File: src/rtl/div_pipe_param.sv
`default_nettype none
// ============================================================================
// Module      : div_pipe_param
// Description : Pipelined restoring radix-2 divider (signed/unsigned) with
//               sideband tag, stall and RISC-V style divide-by-zero/overflow.
// Revision    : 1.0 - initial release
// ============================================================================
module div_pipe_param #(
    parameter int WIDTH           = 32,
    parameter int ITERS_PER_STAGE = 4,
    parameter int TAG_W           = 5
) (
    input  logic             clk,
    input  logic             rst,
    input  logic             stall,
    input  logic             i_valid,
    input  logic             i_signed,
    input  logic [TAG_W-1:0] i_tag,
    input  logic [WIDTH-1:0] i_dividend,
    input  logic [WIDTH-1:0] i_divisor,
    output logic             o_valid,
    output logic [TAG_W-1:0] o_tag,
    output logic [WIDTH-1:0] o_quotient,
    output logic [WIDTH-1:0] o_remainder
);

    localparam int STAGES = WIDTH / ITERS_PER_STAGE;

    localparam logic [WIDTH-1:0] c_min_neg = {1'b1, {(WIDTH-1){1'b0}}};

    typedef struct packed {
        logic             valid;
        logic [TAG_W-1:0] tag;
        logic             sgn;
        logic [WIDTH-1:0] dvd;
        logic [WIDTH-1:0] rem;
        logic [WIDTH-1:0] quo;
        logic [WIDTH-1:0] dsr;
        logic             neg_q;
        logic             neg_r;
        logic             dbz;
        logic             ovf;
        logic [WIDTH-1:0] orig;
    } stage_t;

    stage_t r_stage [STAGES];
    stage_t w_src   [STAGES];
    stage_t w_nxt   [STAGES];
    stage_t w_entry;
    stage_t w_cur;
    stage_t w_last;

    logic             w_dvd_neg;
    logic             w_dsr_neg;
    logic [WIDTH:0]   w_shift;
    logic [WIDTH:0]   w_diff;
    logic             w_unused;

    // Operand entry: magnitudes, sign flags and special cases are resolved
    // here so the iterative stages only ever see unsigned values.
    always_comb begin
        w_dvd_neg     = i_signed & i_dividend[WIDTH-1];
        w_dsr_neg     = i_signed & i_divisor[WIDTH-1];
        w_entry       = '0;
        w_entry.valid = i_valid;
        w_entry.tag   = i_tag;
        w_entry.sgn   = i_signed;
        w_entry.dvd   = w_dvd_neg ? (-i_dividend) : i_dividend;
        w_entry.dsr   = w_dsr_neg ? (-i_divisor) : i_divisor;
        w_entry.neg_q = w_dvd_neg ^ w_dsr_neg;
        w_entry.neg_r = w_dvd_neg;
        w_entry.dbz   = (i_divisor == '0);
        w_entry.ovf   = i_signed & (i_dividend == c_min_neg) & (&i_divisor);
        w_entry.orig  = i_dividend;
    end

    always_comb begin
        w_src[0] = w_entry;
        for (int s = 1; s < STAGES; s++) begin
            w_src[s] = r_stage[s-1];
        end
    end

    // Restoring iterations; the compare is WIDTH+1 bits wide so a divisor
    // with its MSB set is handled without losing the shifted-out bit.
    always_comb begin
        w_cur   = '0;
        w_shift = '0;
        w_diff  = '0;
        for (int s = 0; s < STAGES; s++) begin
            w_cur = w_src[s];
            for (int i = 0; i < ITERS_PER_STAGE; i++) begin
                w_shift = {w_cur.rem, w_cur.dvd[WIDTH-1]};
                w_diff  = w_shift - {1'b0, w_cur.dsr};
                if (w_shift >= {1'b0, w_cur.dsr}) begin
                    w_cur.rem = w_diff[WIDTH-1:0];
                    w_cur.quo = {w_cur.quo[WIDTH-2:0], 1'b1};
                end else begin
                    w_cur.rem = w_shift[WIDTH-1:0];
                    w_cur.quo = {w_cur.quo[WIDTH-2:0], 1'b0};
                end
                w_cur.dvd = {w_cur.dvd[WIDTH-2:0], 1'b0};
            end
            w_nxt[s] = w_cur;
        end
    end

    always_ff @(posedge clk) begin
        if (rst) begin
            for (int s = 0; s < STAGES; s++) begin
                r_stage[s] <= '0;
            end
        end else if (!stall) begin
            for (int s = 0; s < STAGES; s++) begin
                r_stage[s] <= w_nxt[s];
            end
        end
    end

    assign w_last   = r_stage[STAGES-1];
    assign w_unused = ^{w_last.dvd, w_last.dsr};

    always_comb begin
        o_valid     = w_last.valid;
        o_tag       = w_last.tag;
        o_quotient  = (w_last.sgn & w_last.neg_q) ? (-w_last.quo) : w_last.quo;
        o_remainder = (w_last.sgn & w_last.neg_r) ? (-w_last.rem) : w_last.rem;
        if (w_last.dbz) begin
            o_quotient  = '1;
            o_remainder = w_last.orig;
        end else if (w_last.ovf) begin
            o_quotient  = w_last.orig;
            o_remainder = '0;
        end
    end

endmodule
`default_nettype wire

File: config.mk
export PLATFORM = sky130hd
export DESIGN_NAME = div_pipe_param
export DESIGN_NICKNAME = d
export VERILOG_FILES = /design/src/rtl/div_pipe_param.sv
export SDC_FILE = /design/constraint.sdc
export NUM_CORES = 2
export LEC_CHECK = 0
export CAP_MARGIN = 20
export CORE_MARGIN = 1.5
export CORE_UTILIZATION = 42
export CTS_CLUSTER_DIAMETER = 40
export DETAILED_ROUTE_END_ITERATION = 16
export GPL_ROUTABILITY_DRIVEN = 0
export PLACE_DENSITY = 0.58
export SLEW_MARGIN = 20
export SYNTH_ARGS = -nofsm -noshare
export SYNTH_HDL_FRONTEND = slang
export SYNTH_SLANG_ARGS = --single-unit
File: constraint.sdc
create_clock -name clk -period 34.6 [get_ports clk]
set_input_delay 6.92 -clock clk [delete_from_list [all_inputs] [get_ports clk]]
set_output_delay 6.92 -clock clk [all_outputs]
set_load 0.01 [all_outputs]
Word-level counts from Yosys, hierarchy flattened
Memory sizes are Yosys's and may differ from the RTL's.
Index checks and enable logic that the tools add are counted.
{ "op_classes": {"mux": 53, "n_addsub": 36, "bitwise_logic": 15, "magnitude_cmp": 32, "div_mod_pow": 0, "multipliers": 0, "eq_ne": 1, "shifts": 0, "n_reduce_logical": 2} }
{ "op_table": {"columns": ["op", "n"], "rows": [
  ["$mux 64", 32],
  ["$mux 167", 8],
  ["$ge 33x32->1", 31],
  ["$sub 32x32->32", 31],
  ["$mux 32", 8],
  ["$neg 32->32", 4],
  ["$eq 32x32->1 const B", 1],
  ["$ge 1x32->1", 1],
  ["$logic_not 32->1", 1],
  ["$reduce_and 32->1", 1],
  ["$sub 1x32->32", 1],
  ["$or 1x1->1", 8],
  ["$and 1x1->1", 6],
  ["$mux 1", 5],
  ["$xor 1x1->1", 1]
]} }
{ "totals": {"rom_bits": 0, "ram_bits": 1336, "n_memories": 1, "word_cells": 140, "register_bits": 0, "in_bits": 74, "latchBits": 0} }
{ "mem_list": {"columns": ["memory", "depth", "width", "rd", "rd_ports_with_merged_regs", "wr", "line_no", "source"], "rows": [
  ["r_stage", 8, 167, 8, 0, 8, "46", "stage_t r_stage [STAGES];"]
]} }

Depth between registers and ports, before layout
{ "logic_depth": {"word_depth": 11, "ltp_mapped": 64, "mapped_depth_nobuf": 58} }

Worst setup path before layout
Ideal clock, no wire load.
{ "synth_path": {"kind": "input to register", "start": "input port rst", "end": "memory r_stage[0][100] (netlist name) (enable)", "arrival_ps": 32591, "n_path_buf": 1, "required_time_ps": 32956, "setup_ps": 1644, "slack_ps": 365, "stages": 2, "path_cell_list": "buf_1 > nand2b_1"} }
{ "synth_lines": {"columns": ["element", "line_no", "source"], "rows": [
  ["from (decl)", "14", "input logic rst,"],
  ["to (decl)", "46", null]
]} }

==> run metrics <==
vias per cell=just under 6; Hold Path Class=reg -> reg; Initial Util=between 40 and 50%; most frequent cells in the layout=nor2_1, edfxtp_1, ha_1; final hold violation count=0; Die ar.=around 0.24 mm2; first-iteration detailed-routing DRC count=between 7000 and 8000; placed instance count=14300; Post-route DRC=0; antenna-violating nets left=0; routed wl met2=139000 um; status=finished, final reports clean; largest net degree at the start of global routing=between 150 and 200; Setup Skew=0.0806 ns; CTS sink cnt=roughly 1100; max reg flops=1073; die width=just under 500 um; kind of critical path=in -> reg; Synth area leaders=edfxtp_1, ha_1, xnor2_1; Synth top area share=a little under a third; Startpoint Class=primary input; endpoint class of the critical path=flop; NumNets Final=about 12000; WL met1=138000 um; final instance area=0.112 mm2; grt total ovfl=0; Std-Cell Rows=~180; RSZ-0062 raised after global routing=false; share of layout cells above drive strength 1=approximately 7.3%; fillcell total=22600; CP arrival=approximately 24 ns; final cell count without fillers=14600; met3 WL=about 17000 um; Post-synth ARST share=0%; drt total wl=between 300000 and 400000 um; Critical Path Slowest Stage Cell=or3b_2; number of iterations in the first detailed-routing pass=6; post-layout min period=23.84 ns; post-synthesis net count=around 12000; max-cap check violation count=0; clk_lat worst skew=0.85 ns; cell taking the most area after synthesis=edfxtp_1; Post-DP HPWL=~240000 um; via count=85400; P&R area growth vs syn=10.6%; die height=494 um; Placed Area=about 0.11 mm2; Port-buffer cells=roughly 140; worst-path fanout max=33; CTS resizes=0; setup TNS=0 ns; Post-CTS Setup Bufs=0; first-pass GRT wire length=roughly 460000 um; synth warn=0; Max Used Layer=met4; Most flops, register=r_stage; CTS Buf Count=~180; Synth cell types=~110; clk slew on worst S/H paths=0.05 ns; max_slew headroom=26.7%; initial antenna violation count=12; Regs by FF count=r_stage: 1073 flops; # setup viols final=0; Avg WL per Cell=between 20 and 25 um; EDFF count, synth=about 1100; worst-case clock buffer depth=3; CTS tree=built; sequential-to-total area share from yosys stat=approximately a third; slew of the pin with the lowest slew margin=roughly 1.1 ns; dominant synthesized flop cell=edfxtp_1; fmax=41.9 MHz; Mapped Cells=approximately 11000; area of the mapped netlist=~0.1 mm2; Root Buffer Master=clkbuf_16; Tcrit/Tclk final=68.9%; worst path required time=~35 ns; vias in the first global route=between 80000 and 90000; H-tree depth=4; Total GRT Usage=between 20% and 30%; IO Count=144; commonest non-fill, non-tap cell in the layout=nor2_1; Worst path max stage delay=just over 0.8 ns; CTS Hold Bufs=0; syn avg cell area=between 8 and 9 um2; core area=0.239 mm2; fin. max-slew vios=0; FF+latch count, synth=1073
final timing paths:
kind,startpoint,endpoint,cells past startpoint,slack [ns]
hold / removal,r_stage[0][497]$_SDFFCE_PN0P_,r_stage[0][664]$_SDFFCE_PN0P_,1,0.45
hold reg to reg,r_stage[0][497]$_SDFFCE_PN0P_,r_stage[0][664]$_SDFFCE_PN0P_,1,0.45
setup / recovery,i_dividend[3],r_stage[0][109]$_SDFFCE_PN0P_,56,10.76
setup reg to reg,r_stage[0][37]$_SDFFCE_PN0P_,r_stage[0][274]$_SDFFCE_PN0P_,56,18.12
critical path, delay by kind of cell:
| family | cells | cell delay [ns] |
|---|---|---|
| AO/OA/AOI/OAI | 28 | 7.94 |
| AND/OR/NAND/NOR | 16 | 4.53 |
| adder cells (fa/ha/maj) | 5 | 1.91 |
| buffers and inverters | 4 | 1.55 |
| multiplexers | 3 | 1.42 |
area by class of cell:
class                   instances  area [um2]  share of cell area (%)
diodes                          2        5.00                 0.00448
repair buffers                212        1990                    1.78
clock buffers                 187        4420                    3.96
flip-flops and latches       1073       32200                    28.8
well taps                    3167        3960                    3.54
clock inverters               140        1640                    1.47
multi-input cells            9299       65500                    58.6
inverters                     552        2070                    1.85
cell usage after synthesis (27+ instances only):
cell / number
nand4_1: 154
or2_2: 60
and3_1: 75
o41ai_1: 27
mux2_2: 335
fa_1: 31
xor2_1: 338
o21bai_1: 129
or3_1: 86
edfxtp_1: 1073
o31a_1: 28
a21boi_0: 47
o31ai_1: 106
a211o_1: 32
o21ai_0: 628
o211ai_1: 65
nor2b_1: 254
nor4_1: 60
nor2_1: 1076
xnor2_1: 583
nand3_1: 225
nand2_1: 794
and4_1: 31
ha_1: 999
inv_1: 552
a21oi_1: 895
nor3_1: 187
a21o_1: 470
a211oi_1: 138
or4_1: 30
mux2i_1: 215
and2_1: 466
clkbuf_1: 299
nand2b_1: 122
o21a_1: 139
a31oi_1: 106
buf_2: 39
metrics by stage:
stage                     util, %  hold WS [ns]  setup slack (ns)
after floorplan                 -         0.497             0.365
after detailed placement     44.3         0.502             10.21
final                        46.9         0.447             10.76
after CTS                    46.9         0.445             11.00
after global routing         46.9         0.466              9.69
after global placement       44.3         0.499             10.41
logic make-up after synthesis:
logic type	Yosys count	synth area share, %
AOI/OAI and AO/OA	3093	19.6
xor gates and xnor gates	921	7.98
adders and majority gates	1030	13.0
buffers and inverters	926	3.55
DFF	1073	31.9
muxes	551	5.87
and+or+nand+nor	3704	18.1
routing by layer:
metal | vias up | track usage, %
met5 | - | 0
li1 | 41600 | -
met3 | 448 | 2.80
met1 | 40900 | 33.1
met4 | 0 | 6.82
met2 | 2485 | 39.3
Power is left out: the tool's default activity adds up to more than one toggle a clock period on the data nets, which glitch-free logic cannot reach.
